[src/rtl/sdr_arb_pkg.sv]
// rtl/sdr_arb_pkg.sv - shared types and helpers for the SDRAM request-path arbiters
//
// Purpose: state encoding for the burst arbiters, the rotate-priority
// winner search shared by rr_pick, and the requester-ID width helper.
// Ports: none (package).
package sdr_arb_pkg;

  // Widest requester set any arbiter built on this package supports.
  localparam int MAX_N  = 8;
  localparam int MAX_IW = 3;

  typedef enum logic {
    ST_IDLE = 1'b0,
    ST_XFER = 1'b1
  } arb_state_t;

  typedef struct packed {
    logic              valid;
    logic [MAX_IW-1:0] id;
  } pick_t;

  // Requester-ID width for n requesters; never narrower than one bit.
  function automatic int id_width(input int n);
    return (n <= 2) ? 1 : $clog2(n);
  endfunction

  // First requester with req set, searching from last+1 and wrapping modulo n.
  // The loop runs from the far end down so the nearest candidate is written
  // last and therefore wins. The modulo keeps candidates below n, so for a
  // non-power-of-2 n the unused IDs are never produced.
  function automatic pick_t rr_search(input logic [MAX_N-1:0]  req,
                                      input int                n,
                                      input logic [MAX_IW-1:0] last);
    pick_t             res;
    logic [MAX_IW-1:0] cand;
    res = '0;
    for (int k = MAX_N; k >= 1; k--) begin
      if (k <= n) begin
        cand = MAX_IW'((int'(last) + k) % n);
        if (req[cand]) begin
          res.valid = 1'b1;
          res.id    = cand;
        end
      end
    end
    return res;
  endfunction

endpackage

[src/rtl/rr_pick.sv]
// rtl/rr_pick.sv - combinational rotate-priority encoder
//
// Purpose: picks the next requester after 'last' in cyclic order; shared by
// the write- and read-side burst arbiters.
// Ports:
//   req    in  N   request vector
//   last   in  IW  previously granted ID; search starts at last+1
//   valid  out 1   at least one request is pending
//   winner out IW  selected requester (meaningful only when valid)
module rr_pick
  import sdr_arb_pkg::*;
#(
  parameter int N  = 4,
  parameter int IW = 2
) (
  input  logic [N-1:0]  req,
  input  logic [IW-1:0] last,
  output logic          valid,
  output logic [IW-1:0] winner
);

  pick_t pick;

  always_comb begin
    pick   = rr_search(MAX_N'(req), N, MAX_IW'(last));
    valid  = pick.valid;
    winner = IW'(pick.id);
  end

endmodule

[src/rtl/fifo_wr_arb.sv]
// rtl/fifo_wr_arb.sv - round-robin burst arbiter feeding one shared write FIFO
//
// Purpose: grants one requester at a time for a whole burst and pushes its
// beats into the FIFO tagged with the requester ID, never writing while full.
// Ports:
//   clk, reset_n   clock, asynchronous active-low reset
//   req[N]         burst request per requester, held until its last beat is acked
//   req_len[N*LW]  burst length minus one per requester (slice i = [i*LW +: LW])
//   req_data[N*W]  current beat data per requester (slice i = [i*W +: W])
//   ack[N]         one-hot beat accept; requester advances its data on it
//   fifo_full      registered full flag from the FIFO
//   fifo_wr_en     FIFO write strobe
//   fifo_wr_data   {grant ID, beat data}
//   busy           high while a burst is in progress
//   cur_id         current or most recently granted requester
module fifo_wr_arb
  import sdr_arb_pkg::*;
#(
  parameter int N  = 4,
  parameter int W  = 32,
  parameter int LW = 4,
  parameter int IW = id_width(N)
) (
  input  logic            clk,
  input  logic            reset_n,
  input  logic [N-1:0]    req,
  input  logic [N*LW-1:0] req_len,
  input  logic [N*W-1:0]  req_data,
  output logic [N-1:0]    ack,
  input  logic            fifo_full,
  output logic            fifo_wr_en,
  output logic [IW+W-1:0] fifo_wr_data,
  output logic            busy,
  output logic [IW-1:0]   cur_id
);

  arb_state_t    state;
  arb_state_t    state_nx;
  logic [LW-1:0] cnt;
  logic          pick_valid;
  logic [IW-1:0] pick_id;

  logic [W-1:0]  beat_data [N];
  logic [LW-1:0] beat_len  [N];

  for (genvar g = 0; g < N; g++) begin : g_unpack
    assign beat_data[g] = req_data[g*W +: W];
    assign beat_len[g]  = req_len[g*LW +: LW];
  end

  rr_pick #(
    .N  (N),
    .IW (IW)
  ) u_pick (
    .req    (req),
    .last   (cur_id),
    .valid  (pick_valid),
    .winner (pick_id)
  );

  always_ff @(posedge clk or negedge reset_n) begin
    if (!reset_n) begin
      state <= ST_IDLE;
    end else begin
      state <= state_nx;
    end
  end

  always_comb begin
    state_nx = state;
    case (state)
      ST_IDLE: if (pick_valid) state_nx = ST_XFER;
      ST_XFER: if (fifo_wr_en && cnt == '0) state_nx = ST_IDLE;
      default: state_nx = ST_IDLE;
    endcase
  end

  // A beat is accepted on every XFER cycle the FIFO has room; the ack to the
  // owner is the write strobe itself so data advances in lockstep with writes.
  always_comb begin
    fifo_wr_en = 1'b0;
    ack        = '0;
    busy       = 1'b0;
    if (state == ST_XFER) begin
      busy        = 1'b1;
      fifo_wr_en  = !fifo_full;
      ack[cur_id] = !fifo_full;
    end
    fifo_wr_data = {cur_id, beat_data[cur_id]};
  end

  // cur_id resets to the last ID so requester 0 wins the first arbitration.
  // req_len is captured only at grant time; the burst is locked afterwards.
  always_ff @(posedge clk or negedge reset_n) begin
    if (!reset_n) begin
      cur_id <= IW'(N - 1);
      cnt    <= '0;
    end else begin
      case (state)
        ST_IDLE: begin
          if (pick_valid) begin
            cur_id <= pick_id;
            cnt    <= beat_len[pick_id];
          end
        end
        ST_XFER: begin
          if (fifo_wr_en && cnt != '0) cnt <= cnt - 1'b1;
        end
        default: ;
      endcase
    end
  end

`ifndef SYNTHESIS
  a_req_held: assert property (@(posedge clk) disable iff (!reset_n)
    (state == ST_XFER) |-> req[cur_id]);
  a_no_write_full: assert property (@(posedge clk) disable iff (!reset_n)
    !(fifo_wr_en && fifo_full));
  a_ack_onehot: assert property (@(posedge clk) disable iff (!reset_n)
    $onehot0(ack));
`endif

endmodule

[config.mk]
export PLATFORM = sky130hd
export DESIGN_NAME = fifo_wr_arb
export DESIGN_NICKNAME = d
export VERILOG_FILES = /design/src/rtl/sdr_arb_pkg.sv /design/src/rtl/rr_pick.sv /design/src/rtl/fifo_wr_arb.sv
export SDC_FILE = /design/constraint.sdc
export NUM_CORES = 1
export LEC_CHECK = 0
export CAP_MARGIN = 30
export CORE_AREA = 5 5 90 75
export CTS_BUF_LIST = sky130_fd_sc_hd__clkbuf_8
export DETAILED_ROUTE_END_ITERATION = 12
export DIE_AREA = 0 0 95 80
export GPL_ROUTABILITY_DRIVEN = 0
export PLACE_DENSITY_LB_ADDON = 0.08
export SLEW_MARGIN = 20
export SYNTH_ARGS = -nofsm -noshare
export SYNTH_HDL_FRONTEND = slang
export SYNTH_HIERARCHICAL = 1
export SYNTH_SLANG_ARGS = --single-unit
[constraint.sdc]
create_clock -name clk -period 2.6 [get_ports clk]
set_input_delay 0.65 -clock clk [delete_from_list [all_inputs] [get_ports clk]]
set_output_delay 0.65 -clock clk [all_outputs]
set_load 0.05 [all_outputs]
==> results of run 1 <==
==> power by group through the flow <==
| stage | sequential, uW | combinational [uW] | clock, uW |
|---|---|---|---|
| floorplan | 315 | 2320 | 0 |
| global placement | 296 | 3450 | 0 |
| detailed placement | 300 | 3470 | 0 |
| CTS | 299 | 3480 | 154 |
| global route | 327 | 3640 | 161 |
| finish | 313 | 3480 | 153 |
==> worst max-delay path: cells and delay by family (launching register included) <==
family,cells,cell delay (ns)
buffers and inverters,2,0.40
flip-flops,1,0.72
multiplexers,1,0.51
==> cell families after synthesis <==
| kind of cell | synth area share, % |
|---|---|
| and+or+nand+nor | 10.68 |
| buffers and inverters | 6.967 |
| muxes | 61.36 |
| adders and majority gates | 0.9048 |
| DFF | 12.85 |
| AOI/OAI and AO/OA | 7.239 |
==> final cells by class <==
type	count	area, um^2
clock buffer	3	41.29
clock inverter	1	3.754
fill	478	2258
inverter	3	11.26
multi-input combinational	79	1114
sequential	7	181.4
tap	81	101.3
timing repair buffer	203	2044
==> per-layer routing <==
metal	part of all wire, %	global-route usage, %
met1	39	23.19
met2	50	35.47
met3	8.6	5.090
met4	1.4	4.323
met5	0	0
==> placed cells by master, fill, tap and decap left out, drive strengths merged <==
cell	count
nand4b	1
o211ai	3
nor4	1
buf	51
and3	1
or3b	1
clkdlybuf4s50	151
o22ai	1
inv	3
clkbuf	4
o21ai	2
nor2b	2
a211oi	1
clkinv	1
nand4	2
a311oi	1
o311ai	1
nand2b	4
dfrtp	5
mux4	36
and2b	2
nor3	1
nor3b	1
ha	1
mux2	2
o41ai	1
a21o	2
o21bai	1
nand2	5
dfstp	2
a21oi	1
nor2	5
==> per-stage QoR <==
stage	total power, uW	setup slack (ns)	utilization (%)	cells
finish	3948	0.09072	60.76	377
global route	4132	0.02662	60.76	377
CTS	3930	0.02555	60.26	376
detailed placement	3773	-0.03406	59.48	372
global placement	3744	0.04497	59.48	372
floorplan	2631	-0.01303	-	100
==> flip-flops by register name, indices dropped and copies added (netlist names) <==
register  count
cnt           4
cur_id        2
state         1
==> worst min-delay path by stage <==
stage                  from      to  slack [ns]  cells after the start
floorplan           reset_n  cnt[0]        0.35                      0
global placement     cnt[1]  cnt[1]        0.60                      2
detailed placement   cnt[1]  cnt[1]        0.63                      2
CTS                  cnt[1]  cnt[1]        0.64                      2
global route         cnt[1]  cnt[1]        0.68                      2
finish               cnt[1]  cnt[1]        0.64                      2
==> repair_timing <==
action / CTS / global route
hold endpoints to repair: 0 / 0
setup endpoints to repair: 0 / 21
gates resized for setup: 0 / 1
buffers inserted: 0 / 0
==> summary.md, run 1 <==
| Metric | Value |
|---|---|
| Status | `finished, final reports clean` |
| Max FO, Critical Path | `13` |
| Pleak | `0.001358 uW` |
| Bufs on Longest Clock Path | `2` |
| #FFs+latches synth | `7` |
| Die H | `80 um` |
| Worst EP required | `1.95 ns` |
| Synth cell count leaders | `mux4_2 (32), buf_2 (5), dfrtp_1 (5), nand2_1 (5), nor2_1 (5)` |
| Core Area | `5756 um^2` |
| Vias in the first global route | `1893` |
| DR pass1 iterations | `5` |
| Post-DR wirelength/cell | `21.10 um` |
| Post-synth EDFFs | `0` |
| Sequential share of the synthesized area | `12.85%` |
| RSZ-0062 raised after global routing | `no` |
| Cell Area, Synth | `1383 um^2` |
| Design area | `3497 um^2` |
| Most numerous cell in the Yosys netlist | `mux4_2` |
| Ys Warns | `6` |
| Post-Syn Instances | `100` |
| Post-route minimum period | `2.509 ns` |
| Clock transition at path regs | `0.04 ns` |
| HPWL after detailed placement | `6946 um` |
| Worst slew margin | `66.48%` |
| DRT iter0 DRCs | `48` |
| Yosys top cell by area | `mux4_2` |
| R2R depth | `8` |
| Hold_ws | `0.6393 ns` |
| CTS sink cnt | `7` |
| PortBufs | `192` |
| Max VDD drop | `499.1 uV` |
| CTS tree | `done` |
| Pint | `1826 uW` |
| Root buf cell | `clkbuf_8` |
| Post-route DRC | `0` |
| Via density | `4.875` |
| Reg2reg start | `cur_id[0]` |
| Area grow syn2layout | `152.9%` |
| Slowest stage cell on the critical path | `dfstp_4` |
| Crit path from | `cur_id[0]` |
| P_sw | `2122 uW` |
| Worst Skew | `0.004070 ns` |
| Vias | `1838` |
| Switching share of power | `53.75%` |
| Worst setup endpoint | `fifo_wr_data[9]` |
| Initial Util | `24.02%` |
| Area contributors post-synth | `mux4_2 (52%), dfrtp_1 (9.0%), mux4_1 (7.6%), dfstp_2 (3.8%), buf_6 (3.3%)` |
| Initial antenna violation count | `0` |
| Crit path DAT | `1.86 ns` |
| Antenna diodes | `0` |
| Comb pwr share | `88.2%` |
| Placed cell areas | `3423 um^2` |
| Post-CTS Hold Buffers | `0` |
| Largest net degree at the start of global routing | `22` |
| Max Clk Rate | `398.5 MHz` |
| Startpoint Class | `register` |
| Max H-tree Level | `1` |
| Async set-reset flop share out of synthesis | `100.0%` |
| Reg2reg end | `cnt[2]` |
| Main synth FF type | `dfrtp_1` |
| Cts bufs inserted | `3` |
| Worst slew pin tran | `0.5013 ns` |
| Clk pwr share | `3.9%` |
| # IOs | `193` |
| Grt ovf | `0` |
| Critical Path End Type | `output pin` |
| Period utilization | `96.51%` |
| Total wire length | `7953 um` |
| Final net count | `449` |
| Layout cells sized above 1 | `31.42%` |
| Max-cap violations | `0` |
| Sequential Power Share | `7.9%` |
| Clock latency on the worst-skew pair | `0.23 ns` |
| Die ar. | `7600 um^2` |
| Final setup violation count | `0` |
| Synth top area share | `52.13%` |
| Slowest Stage Delay on Critical Path | `0.72 ns` |
| Remaining antenna violation count | `0` |
| HP Class | `reg -> reg` |
| Worst reg-to-reg setup slack | `0.26 ns` |
| Die width | `95 um` |
| Max Slew Vio Count | `0` |
| PD cells | `1129 nW/um^2` |
| Mapped Avg Cell Area | `13.83 um^2` |
| Unique cell type count in the Yosys netlist | `34` |
| First-pass GRT wire length | `11140 um` |
| Critical path class | `reg -> out` |
| Row count | `25` |
| Critical Path, Cell by Cell | `buf_12 > mux4_2 > buf_4` |
| Setup TNS | `0 ns` |
| Global Route Usage Sum | `19.62%` |
| Final Hold Vio Count | `0` |
| Syn Nets | `252` |
Note: power is estimated with default switching activity, not from simulation.
==> run 2: changes to the inputs <==
--- a/config.mk
+++ b/config.mk
@@ -6,10 +6,10 @@
 export NUM_CORES = 1
 export LEC_CHECK = 0
 export CAP_MARGIN = 30
-export CORE_AREA = 5 5 90 75
+export CORE_AREA = 5 5 69 96
 export CTS_BUF_LIST = sky130_fd_sc_hd__clkbuf_8
 export DETAILED_ROUTE_END_ITERATION = 12
-export DIE_AREA = 0 0 95 80
+export DIE_AREA = 0 0 74 101
 export GPL_ROUTABILITY_DRIVEN = 0
 export PLACE_DENSITY_LB_ADDON = 0.08
 export SLEW_MARGIN = 20
==> run 2 against run 1 <==
First-iteration DRC count up 85%. Via count rose by 1.4%. Core utilization down 1.0 points. Clock skew is 0.00093 ns higher. Register-to-register slack better by 0.11 ns. Global-route usage is 0.68 points higher. Critical path type is now in -> out. Largest cell class unchanged. Largest power group unchanged.
==> summary.md, run 2 (synthesized netlist as in run 1, its figures left out) <==
| Metric | Value |
|---|---|
| Bufs on Longest Clock Path | `2 (unchanged)` |
| Remaining antenna violation count | `0 (unchanged)` |
| Design area | `3430 um^2 (-1.9%)` |
| RSZ-0062 raised after global routing | `no` |
| Post-route DRC | `0 (unchanged)` |
| Max-cap violations | `0 (unchanged)` |
| Root buf cell | `clkbuf_8` |
| Row count | `33 (+32%)` |
| PD cells | `1120 nW/um^2 (-0.78%)` |
| CTS sink cnt | `7 (unchanged)` |
| First-pass GRT wire length | `11330 um (+1.7%)` |
| Area grow syn2layout | `148.1%` |
| Post-DR wirelength/cell | `21.82 um (+3.5%)` |
| Commonest non-fill, non-tap cell in the layout | `clkdlybuf4s50_1` |
| Power Total | `3842 uW (-2.7%)` |
| Placed cell areas | `3385 um^2 (-1.1%)` |
| Status | `finished, final reports clean` |
| Final setup violation count | `0 (unchanged)` |
| Die ar. | `7474 um^2 (-1.7%)` |
| Crit path DAT | `1.81 ns (-0.05 ns)` |
| Cts bufs inserted | `3 (unchanged)` |
| Pleak | `0.001336 uW (-1.6%)` |
| Hold_ws | `0.6304 ns (-0.008883 ns)` |
| Max Clk Rate | `406.0 MHz (+1.9%)` |
| Hold Path Depth | `2 (unchanged)` |
| Critical path class | `in -> out` |
| Initial Util | `24.09% (+0.068 points)` |
| Total wire length | `7966 um (+0.16%)` |
| Clock latency on the worst-skew pair | `0.23 ns (about the same)` |
| Critical Path End Type | `output pin` |
| # fillers | `480 (+0.42%)` |
| DRT iter0 DRCs | `89 (+85%)` |
| Initial antenna violation count | `0 (unchanged)` |
| Postcts setup bufs | `0 (unchanged)` |
| R2R depth | `8 (unchanged)` |
| Post-CTS sizing | `0 (unchanged)` |
| # IOs | `193 (unchanged)` |
| Max H-tree Level | `1 (unchanged)` |
| Grt ovf | `0 (unchanged)` |
| Worst Skew | `0.004997 ns (+0.0009267 ns)` |
| Most frequent cells in the layout | `clkdlybuf4s50_1 (151), buf_4 (43), mux4_2 (32)` |
| HP Class | `reg -> reg` |
| Worst slew margin | `67.02% (+0.55 points)` |
| Reg with most FFs | `cnt` |
| Final net count | `448 (-0.22%)` |
| Die H | `101 um (+26%)` |
| Post-CTS Hold Buffers | `0 (unchanged)` |
| Met3 usage | `5.489% (+0.40 points)` |
| Vias in the first global route | `1976 (+4.4%)` |
| Antenna diodes | `0 (unchanged)` |
| Met2 Use GR | `36.82% (+1.3 points)` |
| Max VDD drop | `630.5 uV (+26%)` |
| Core Area | `5739 um^2 (-0.28%)` |
| CTS tree | `done` |
| Via density | `5.107 (+4.7%)` |
| Worst slew pin tran | `0.4931 ns (-0.008167 ns)` |
| DR pass1 iterations | `4 (-1)` |
| Global Route Usage Sum | `20.29% (+0.68 points)` |
| Max FO, Critical Path | `4 (-9)` |
| HPWL after detailed placement | `6983 um (+0.53%)` |
| Startpoint Class | `primary input` |
| PortBufs | `192 (unchanged)` |
| Final Hold Vio Count | `0 (unchanged)` |
| Largest net degree at the start of global routing | `34 (+55%)` |
| Vias | `1864 (+1.4%)` |
| Post-route minimum period | `2.463 ns (-0.04632 ns)` |
| Met1 GRT Util | `21.87% (-1.3 points)` |
| Clock transition at path regs | `0.04 ns (about the same)` |
| Number of flip-flops in the largest register | `4 (unchanged)` |
| Die width | `74 um (-22%)` |
| Layout cells sized above 1 | `31.19% (-0.23 points)` |
| Busiest grt layer | `met2` |
| Max Slew Vio Count | `0 (unchanged)` |
| Top Registers | `cnt x4, cur_id x2, state x1` |
| Worst EP required | `1.95 ns (about the same)` |
| Period utilization | `94.73% (-1.8 points)` |
[run 2: changes by cell type in the layout (fill, tap and decap cells not counted), sizes merged]
| cell | previous run | this run |
|---|---|---|
| clkbuf | 4 | 3 |
[run 2: worst paths after layout]
check,to,from,slack [ns]
worst min register to register,cnt[1],cnt[1],0.63
min in group asynchronous,state,reset_n,0.68
max in group asynchronous,cur_id[1],reset_n,1.62
worst max register to register,cnt[2],cur_id[0],0.37
worst min-delay path,cnt[1],cnt[1],0.63
worst max-delay path,ack[3],fifo_full,0.14
[run 2: power by group]
group	internal (uW)	total [uW]	switching, uW
clock	102	154	52.0
sequential	180	275	94.7
combinational	1460	3410	1950
[run 2: worst max-delay path, cell delays in order]
cell	delay [ns]
clkdlybuf4s50_1	0.46
nand2b_1	0.19
clkinv_1	0.13
and3_1	0.19
buf_4	0.19
[run 2: stage by stage]
stage / util, % / TNS, ns / setup slack [ns] / cells
floorplan: - / -0.02581 / -0.01303 / 100
global placement: 58.97 / 0 / 0.05147 / 361
detailed placement: 58.97 / -0.006299 / -0.006299 / 361
CTS: 59.76 / 0 / 0.1233 / 365
global route: 59.76 / 0 / 0.05266 / 365
finish: 59.76 / 0 / 0.1370 / 365
[run 2: final cells by class]
cell class              count  area [um^2]  share of cell area, %
repair buffers            202         1994                  58.15
flip-flops and latches      7        177.7                  5.181
multi-input cells          79         1114                  32.47
well taps                  70        87.58                  2.554
inverters                   3        11.26                 0.3283
clock buffers               3        41.29                  1.204
clock inverters             1        3.754                 0.1094
[run 2: per-layer routing]
layer,share of wire (%),routed length [um]
met1,33,2663
met2,52,4162
met3,11,906
met4,2.9,234
met5,0,0
